--- src/rtl/riscv_ctrl_pkg.sv ---
// Shared encodings for the multi-cycle RV32I main controller: opcodes, FSM
// states, datapath select codes and the DECODE dispatch helper.
package riscv_ctrl_pkg;

  localparam logic [6:0] OP_LOAD   = 7'b0000011;
  localparam logic [6:0] OP_STORE  = 7'b0100011;
  localparam logic [6:0] OP_RTYPE  = 7'b0110011;
  localparam logic [6:0] OP_ITYPE  = 7'b0010011;
  localparam logic [6:0] OP_JAL    = 7'b1101111;
  localparam logic [6:0] OP_JALR   = 7'b1100111;
  localparam logic [6:0] OP_BRANCH = 7'b1100011;
  localparam logic [6:0] OP_LUI    = 7'b0110111;
  localparam logic [6:0] OP_AUIPC  = 7'b0010111;

  typedef enum logic [3:0] {
    S_FETCH    = 4'd0,
    S_DECODE   = 4'd1,
    S_MEMADR   = 4'd2,
    S_MEMREAD  = 4'd3,
    S_MEMWB    = 4'd4,
    S_MEMWRITE = 4'd5,
    S_EXECR    = 4'd6,
    S_EXECI    = 4'd7,
    S_ALUWB    = 4'd8,
    S_JAL      = 4'd9,
    S_JALR     = 4'd10,
    S_BEQ      = 4'd11,
    S_LUI      = 4'd12,
    S_AUIPC    = 4'd13,
    S_TRAP     = 4'd14
  } state_t;

  typedef enum logic [1:0] {
    RES_ALUOUT    = 2'b00,
    RES_DATA      = 2'b01,
    RES_ALURESULT = 2'b10
  } result_src_t;

  typedef enum logic [1:0] {
    SRCA_PC    = 2'b00,
    SRCA_OLDPC = 2'b01,
    SRCA_RD1   = 2'b10,
    SRCA_ZERO  = 2'b11
  } alu_srca_t;

  typedef enum logic [1:0] {
    SRCB_RD2  = 2'b00,
    SRCB_IMM  = 2'b01,
    SRCB_FOUR = 2'b10
  } alu_srcb_t;

  typedef enum logic [1:0] {
    ALUOP_ADD   = 2'b00,
    ALUOP_SUB   = 2'b01,
    ALUOP_FUNCT = 2'b10
  } alu_op_t;

  // Dispatch from DECODE; unknown opcodes trap or are silently skipped.
  function automatic state_t decode_next(input logic [6:0] op, input logic trap_en);
    state_t s;
    case (op)
      OP_LOAD, OP_STORE: s = S_MEMADR;
      OP_RTYPE:          s = S_EXECR;
      OP_ITYPE:          s = S_EXECI;
      OP_JAL:            s = S_JAL;
      OP_JALR:           s = S_JALR;
      OP_BRANCH:         s = S_BEQ;
      OP_LUI:            s = S_LUI;
      OP_AUIPC:          s = S_AUIPC;
      default:           s = trap_en ? S_TRAP : S_FETCH;
    endcase
    return s;
  endfunction

endpackage

--- src/rtl/retire_counter.sv ---
// Retired-instruction counter: increments on i_inc, wraps modulo 2^CNT_W,
// cleared by the asynchronous active-high reset.
module retire_counter #(
  parameter int CNT_W = 32
) (
  input  logic             clk,
  input  logic             rst,
  input  logic             i_inc,
  output logic [CNT_W-1:0] o_count
);

  localparam logic [CNT_W-1:0] ONE = CNT_W'(1);

  logic [CNT_W-1:0] r_count;

  // NOTE: sequential state uses non-blocking assignments so every flop samples pre-edge values.
  always_ff @(posedge clk or posedge rst) begin
    if (rst) r_count <= '0;
    else if (i_inc) r_count <= r_count + ONE;
  end

  assign o_count = r_count;

endmodule

--- src/rtl/main_fsm_ext.sv ---
// Multi-cycle RV32I main control FSM with memory wait states, lui/auipc/jalr,
// a sticky illegal-opcode trap and a retired-instruction counter.
module main_fsm_ext
  import riscv_ctrl_pkg::*;
#(
  parameter bit USE_MEM_READY = 1'b1,
  parameter int CNT_W         = 32,
  parameter bit TRAP_EN       = 1'b1
) (
  input  logic             clk,
  input  logic             rst,
  input  logic [6:0]       op,
  input  logic             mem_ready,
  output logic             branch,
  output logic             pc_update,
  output logic             reg_write,
  output logic             mem_write,
  output logic             ir_write,
  output logic             mem_req,
  output logic [1:0]       result_src,
  output logic [1:0]       alu_srcA,
  output logic [1:0]       alu_srcB,
  output logic             adr_src,
  output logic [1:0]       alu_op,
  output logic             trap,
  output logic [CNT_W-1:0] instret,
  output logic [3:0]       state_dbg
);

  state_t r_state;
  state_t w_next;
  logic   r_trap;
  logic   w_rdy;
  logic   w_retire;

  assign w_rdy = mem_ready | ~USE_MEM_READY;

  always_ff @(posedge clk or posedge rst) begin
    if (rst) begin
      r_state <= S_FETCH;
      r_trap  <= 1'b0;
    end else begin
      r_state <= w_next;
      r_trap  <= r_trap | (w_next == S_TRAP);
    end
  end

  // NOTE: every comb output gets a default first, so no path can infer a latch.
  always_comb begin
    w_next = r_state;
    case (r_state)
      S_FETCH:                     if (w_rdy) w_next = S_DECODE;
      S_DECODE:                    w_next = decode_next(op, TRAP_EN);
      S_MEMADR:                    w_next = op[5] ? S_MEMWRITE : S_MEMREAD;
      S_MEMREAD:                   if (w_rdy) w_next = S_MEMWB;
      S_MEMWRITE:                  if (w_rdy) w_next = S_FETCH;
      S_MEMWB, S_ALUWB, S_BEQ:     w_next = S_FETCH;
      S_EXECR, S_EXECI, S_JAL,
      S_LUI, S_AUIPC:              w_next = S_ALUWB;
      S_JALR:                      w_next = S_JAL;
      S_TRAP:                      w_next = S_TRAP;
      default:                     w_next = S_FETCH;
    endcase
  end

  always_comb begin
    branch     = 1'b0;
    pc_update  = 1'b0;
    reg_write  = 1'b0;
    mem_write  = 1'b0;
    ir_write   = 1'b0;
    mem_req    = 1'b0;
    result_src = RES_ALUOUT;
    alu_srcA   = SRCA_PC;
    alu_srcB   = SRCB_RD2;
    adr_src    = 1'b0;
    alu_op     = ALUOP_ADD;
    case (r_state)
      S_FETCH: begin
        mem_req    = 1'b1;
        alu_srcB   = SRCB_FOUR;
        result_src = RES_ALURESULT;
        ir_write   = w_rdy;
        pc_update  = w_rdy;
      end
      S_DECODE: begin
        alu_srcA = SRCA_OLDPC;
        alu_srcB = SRCB_IMM;
      end
      S_MEMADR: begin
        alu_srcA = SRCA_RD1;
        alu_srcB = SRCB_IMM;
      end
      S_MEMREAD: begin
        mem_req = 1'b1;
        adr_src = 1'b1;
      end
      S_MEMWB: begin
        result_src = RES_DATA;
        reg_write  = 1'b1;
      end
      S_MEMWRITE: begin
        mem_req   = 1'b1;
        adr_src   = 1'b1;
        mem_write = w_rdy;
      end
      S_EXECR: begin
        alu_srcA = SRCA_RD1;
        alu_op   = ALUOP_FUNCT;
      end
      S_EXECI: begin
        alu_srcA = SRCA_RD1;
        alu_srcB = SRCB_IMM;
        alu_op   = ALUOP_FUNCT;
      end
      S_ALUWB: reg_write = 1'b1;
      S_JAL: begin
        alu_srcA  = SRCA_OLDPC;
        alu_srcB  = SRCB_FOUR;
        pc_update = 1'b1;
      end
      S_JALR: begin
        alu_srcA = SRCA_RD1;
        alu_srcB = SRCB_IMM;
      end
      S_BEQ: begin
        alu_srcA = SRCA_RD1;
        alu_op   = ALUOP_SUB;
        branch   = 1'b1;
      end
      S_LUI: begin
        alu_srcA = SRCA_ZERO;
        alu_srcB = SRCB_IMM;
      end
      S_AUIPC: begin
        alu_srcA = SRCA_OLDPC;
        alu_srcB = SRCB_IMM;
      end
      default: ;
    endcase
    // Reset also kills an in-flight access combinationally, before any edge.
    if (rst) begin
      branch    = 1'b0;
      pc_update = 1'b0;
      reg_write = 1'b0;
      mem_write = 1'b0;
      ir_write  = 1'b0;
      mem_req   = 1'b0;
    end
  end

  assign w_retire = (r_state == S_MEMWB) || (r_state == S_ALUWB) || (r_state == S_BEQ) ||
                    ((r_state == S_MEMWRITE) && w_rdy);

  retire_counter #(.CNT_W(CNT_W)) u_retire (
    .clk     (clk),
    .rst     (rst),
    .i_inc   (w_retire),
    .o_count (instret)
  );

  assign trap      = r_trap;
  assign state_dbg = r_state;

endmodule

--- config.mk ---
export PLATFORM = sky130hd
export DESIGN_NAME = main_fsm_ext
export DESIGN_NICKNAME = d
export VERILOG_FILES = /design/src/rtl/riscv_ctrl_pkg.sv /design/src/rtl/retire_counter.sv /design/src/rtl/main_fsm_ext.sv
export SDC_FILE = /design/constraint.sdc
export NUM_CORES = 1
export LEC_CHECK = 0
export BUFFER_PORTS_ARGS = -buffer_cell sky130_fd_sc_hd__buf_2
export CAP_MARGIN = 20
export CORE_UTILIZATION = 51
export DETAILED_ROUTE_END_ITERATION = 7
export MAX_ROUTING_LAYER = met4
export PLACE_DENSITY = 0.85
export SLEW_MARGIN = 40
export SYNTH_ARGS = -nofsm -noshare
export SYNTH_HDL_FRONTEND = slang
export SYNTH_SLANG_ARGS = --single-unit
--- constraint.sdc ---
create_clock -name clk -period 2.9 [get_ports clk]
set_clock_uncertainty 0.15 [all_clocks]
set_input_delay 0.58 -clock clk [delete_from_list [all_inputs] [get_ports clk]]
set_output_delay 0.58 -clock clk [all_outputs]
set_load 0.02 [all_outputs]
==> qor.tcl <==
set qor(status) {completed}
set qor(static-leakage-power_nw) 1.29
set qor(cp_cell_sequence) {buf_4 > nor2_1 > nand2_1 > a2111oi_0 > buf_2}
set qor(power_frac_comb_pct) 43.7
set qor(dominantRegCellSynth) {sky130_fd_sc_hd__dfrtp_1}
set qor(ys_warn_count) 0
set qor(globalRoute.totalOverflow) 0
set qor(share_seq_of_total_power_pct) 38.1
set qor(h-tree-depth) 2
set qor(synthesis.area_um2) 2060
set qor(post-route-drc-count) 0
set qor(io-pin-count) 62
set qor(synth_async_sr_flop_share_pct) 100
set qor(synth_top_family_by_area) {simple AND/OR/NAND/NOR gates}
set qor(cts.hold.buffers_added) 0
set qor(slew-limit-headroom_pct) 57.5
set qor(critPathRequiredTime_ns) 2.17
set qor(finalPower_mw) 1.91
set qor(synthDominantAreaCellType) {sky130_fd_sc_hd__dfrtp_1}
set qor(num_rows) 22
set qor(finalWeightedCongestion) 0.864
set qor(overall_die_width_um) 65.5
set qor(cp_slowest_stage_delay_ns) 0.49
set qor(timing.final.ws_setup_ns) 0.338
set qor(final.period_utilization_pct) 88.4
set qor(yosysMostFrequentCell) {sky130_fd_sc_hd__dfrtp_1}
set qor(coreArea_um2) 3770
set qor(hold_path_class) {flip-flop to flip-flop}
set qor(dp_slack_ns) 0.425
set qor(crit_slowest_cell) {sky130_fd_sc_hd__dfrtp_1}
set qor(setup_violations) 0
set qor(clk-insertion-delay-late_ns) 0.28
set qor(floorplan.die_area_um2) 4290
set qor(grt_use_total_pct) 23.4
set qor(clkSlewWorstSetupHoldPaths_ns) 0.06
set qor(grt_pass1_wl_um) 7430
set qor(post_synthesis_adder_cell_area_fraction_pct) 0.608
set qor(cts-buffers-inserted) 5
set qor(drtAntennaViolNets) 0
set qor(part_of_the_power_in_the_clock_network_pct) 18.3
set qor(cap_violations) 0
set qor(post_synth.cell_area_avg_um2) 9.85
set qor(hold_slack_ns) 0.322
set qor(crit_path_max_fanout) 12
set qor(postRouteWirelength_um) 4320
set qor(post-cts-setup-buffer-count) 0
set qor(register_to_register_setup_slack_ns) 0.39
set qor(antenna_found_initial) 0
set qor(cts_root_buffer) {sky130_fd_sc_hd__clkbuf_8}
set qor(synth-edff-count) 0
set qor(flops_latches_synth) 37
set qor(tritoncts) {yes}
set qor(critPathTopFamily) {flip-flops}
set qor(post_drt_wl_per_cell_um) 13.5
set qor(ctsResizeCount) 0
set qor(worst-setup-path-type) {flip-flop to output port}
set qor(synth_commonest_cells) {sky130_fd_sc_hd__dfrtp_1 (37), sky130_fd_sc_hd__xnor2_1 (21), sky130_fd_sc_hd__nand2_1 (17)}
set qor(initial_core_util_pct) 54.6
set qor(filler_cell_count) 307
set qor(tns_ns) 0
set qor(vdd_drop_max_mv) 0.511
set qor(fp.dieH_um) 65.5
set qor(first_pass_iters) 4
set qor(synth-xor-area-share_pct) 14.4
set qor(synth_sequential_area_ratio_pct) 45.0
set qor(cts_num_sinks) 37
set qor(power.switching_uw) 807
set qor(grt_setup_unrepaired) {no}
set qor(post_synth_mux_area_share_pct) 1.58
set qor(synth_simple_gate_area_share_pct) 27.7
set qor(fmax_mhz) 390
set qor(power-per-cell-area_nw_per_um2) 765
set qor(synth.distinct_cells) 45
set qor(detail_route.vias_per_cell) 5.59
set qor(synth_compound_area_share_pct) 8.09
set qor(dp.cells) 312
set qor(ant_diodes) 0
set qor(post_layout_nonfiller_instances) 319
set qor(syn_to_final_growth_pct) 21.3
set qor(yosys.area.top_type_share_pct) 45.0
set qor(post_synth_inst_count) 209
set qor(finalNetCount) 282
set qor(arrival_worst_endpoint_ns) 1.83
set qor(crit_path_start_kind) {flip-flop}
set qor(tightest_slew_ns) 0.637
set qor(syn-num-nets) 220
set qor(p_int_mw) 1.10
set qor(detailed_place_hpwl_um) 3220
set qor(first_global_vias) 1587
set qor(route.vias.total) 1784
set qor(finalWorstPathRequiredPeriod_ns) 2.56
set qor(fraction_of_final_layout_cells_with_drive_strength_greater_than_1_pct) 29.2
set qor(grt_start_max_net_pins) 38
set qor(synth_area_leaders) {sky130_fd_sc_hd__dfrtp_1 (45%), sky130_fd_sc_hd__xnor2_1 (8.9%), sky130_fd_sc_hd__xor2_1 (4.7%)}
set qor(clock_path_buffers) 2
set qor(report.final.hold_viol_count) 0
set qor(critical_path.n_buffers_inverters) 2
set qor(drt-initial-drc-count) 120
set qor(io_buffer_count) 61
set qor(switching_share_of_power_pct) 42.3
set qor(critPathCaptureType) {output port}
set qor(timing.final.max_slew_violations) 0
[metal layers]
metal  share of wire [%]  vias up  routed length, um  track usage [%]
met5                   0        -                  0                -
met4                 1.3        0                 56             8.15
met3                 4.4        6                192             4.69
met2                  46       45               1980             35.1
met1                  48      865               2090             31.6
li1                    -      868                  -                -
[kinds of logic (layout without fill, tap and decap cells)]
logic type      count (synthesis)  count (layout)
mux                             3               3
compound gates                 23              23
flops                          37              37
buf+inv                        14              76
xor+xnor                       33              33
fa+ha+maj                       1               1
simple gates                   98              98
[power by group through the flow]
stage / sequential, mW / clock (mW) / combinational, mW
2_1_floorplan: 0.744 / 0 / 0.581
6_report: 0.727 / 0.349 / 0.833
3_5_place_dp: 0.730 / 0 / 0.836
4_1_cts: 0.722 / 0.354 / 0.840
3_3_place_gp: 0.729 / 0 / 0.821
5_1_grt: 0.743 / 0.378 / 0.910
[area by class of cell]
type                            count  area [um2]  share of cell area (%)
Timing Repair Buffer               64         328                    13.1
Sequential cell                    37         926                    37.1
Multi-Input combinational cell    158        1080                    43.2
Inverter                            5        18.8                   0.752
Tap cell                           48        60.1                    2.41
Clock buffer                        7        86.3                    3.46
[metrics by stage]
stage | utilization (%) | instance area [um2]
after floorplan | - | 2060
after global placement | 63.9 | 2410
after detailed placement | 63.9 | 2410
after CTS | 66.2 | 2500
after global routing | 66.2 | 2500
final | 66.2 | 2500
[cell usage in the layout, fill, tap and decap left out, drive strengths merged, types with 3 or more instances in the layout]
cell,n
xnor2,21
nand4,11
clkbuf,7
or3,3
nor2,15
nor3b,3
inv,5
o21ai,5
nand2b,3
buf,64
nand3,11
dfrtp,37
nor2b,4
nand2,17
nor4,3
and3,6
nor3,9
xor2,12
a21oi,8
and4,4
[final timing paths]
kind	startpoint	end	cells after the start
worst min register to register	u_retire.o_count[31]	u_retire.o_count[31]	1
min in group asynchronous	rst	u_retire.o_count[23]	3
max in group asynchronous	rst	state_dbg[2]	3
worst max-delay path	state_dbg[3]	pc_update	5
worst max register to register	state_dbg[1]	u_retire.o_count[29]	5
worst min-delay path	u_retire.o_count[31]	u_retire.o_count[31]	1
[registers in the layout, indices dropped and copies added, names as in the netlist]
signal            count
trap                  1
u_retire.o_count     32
state_dbg             4
Power figures use the tool's default switching activity.
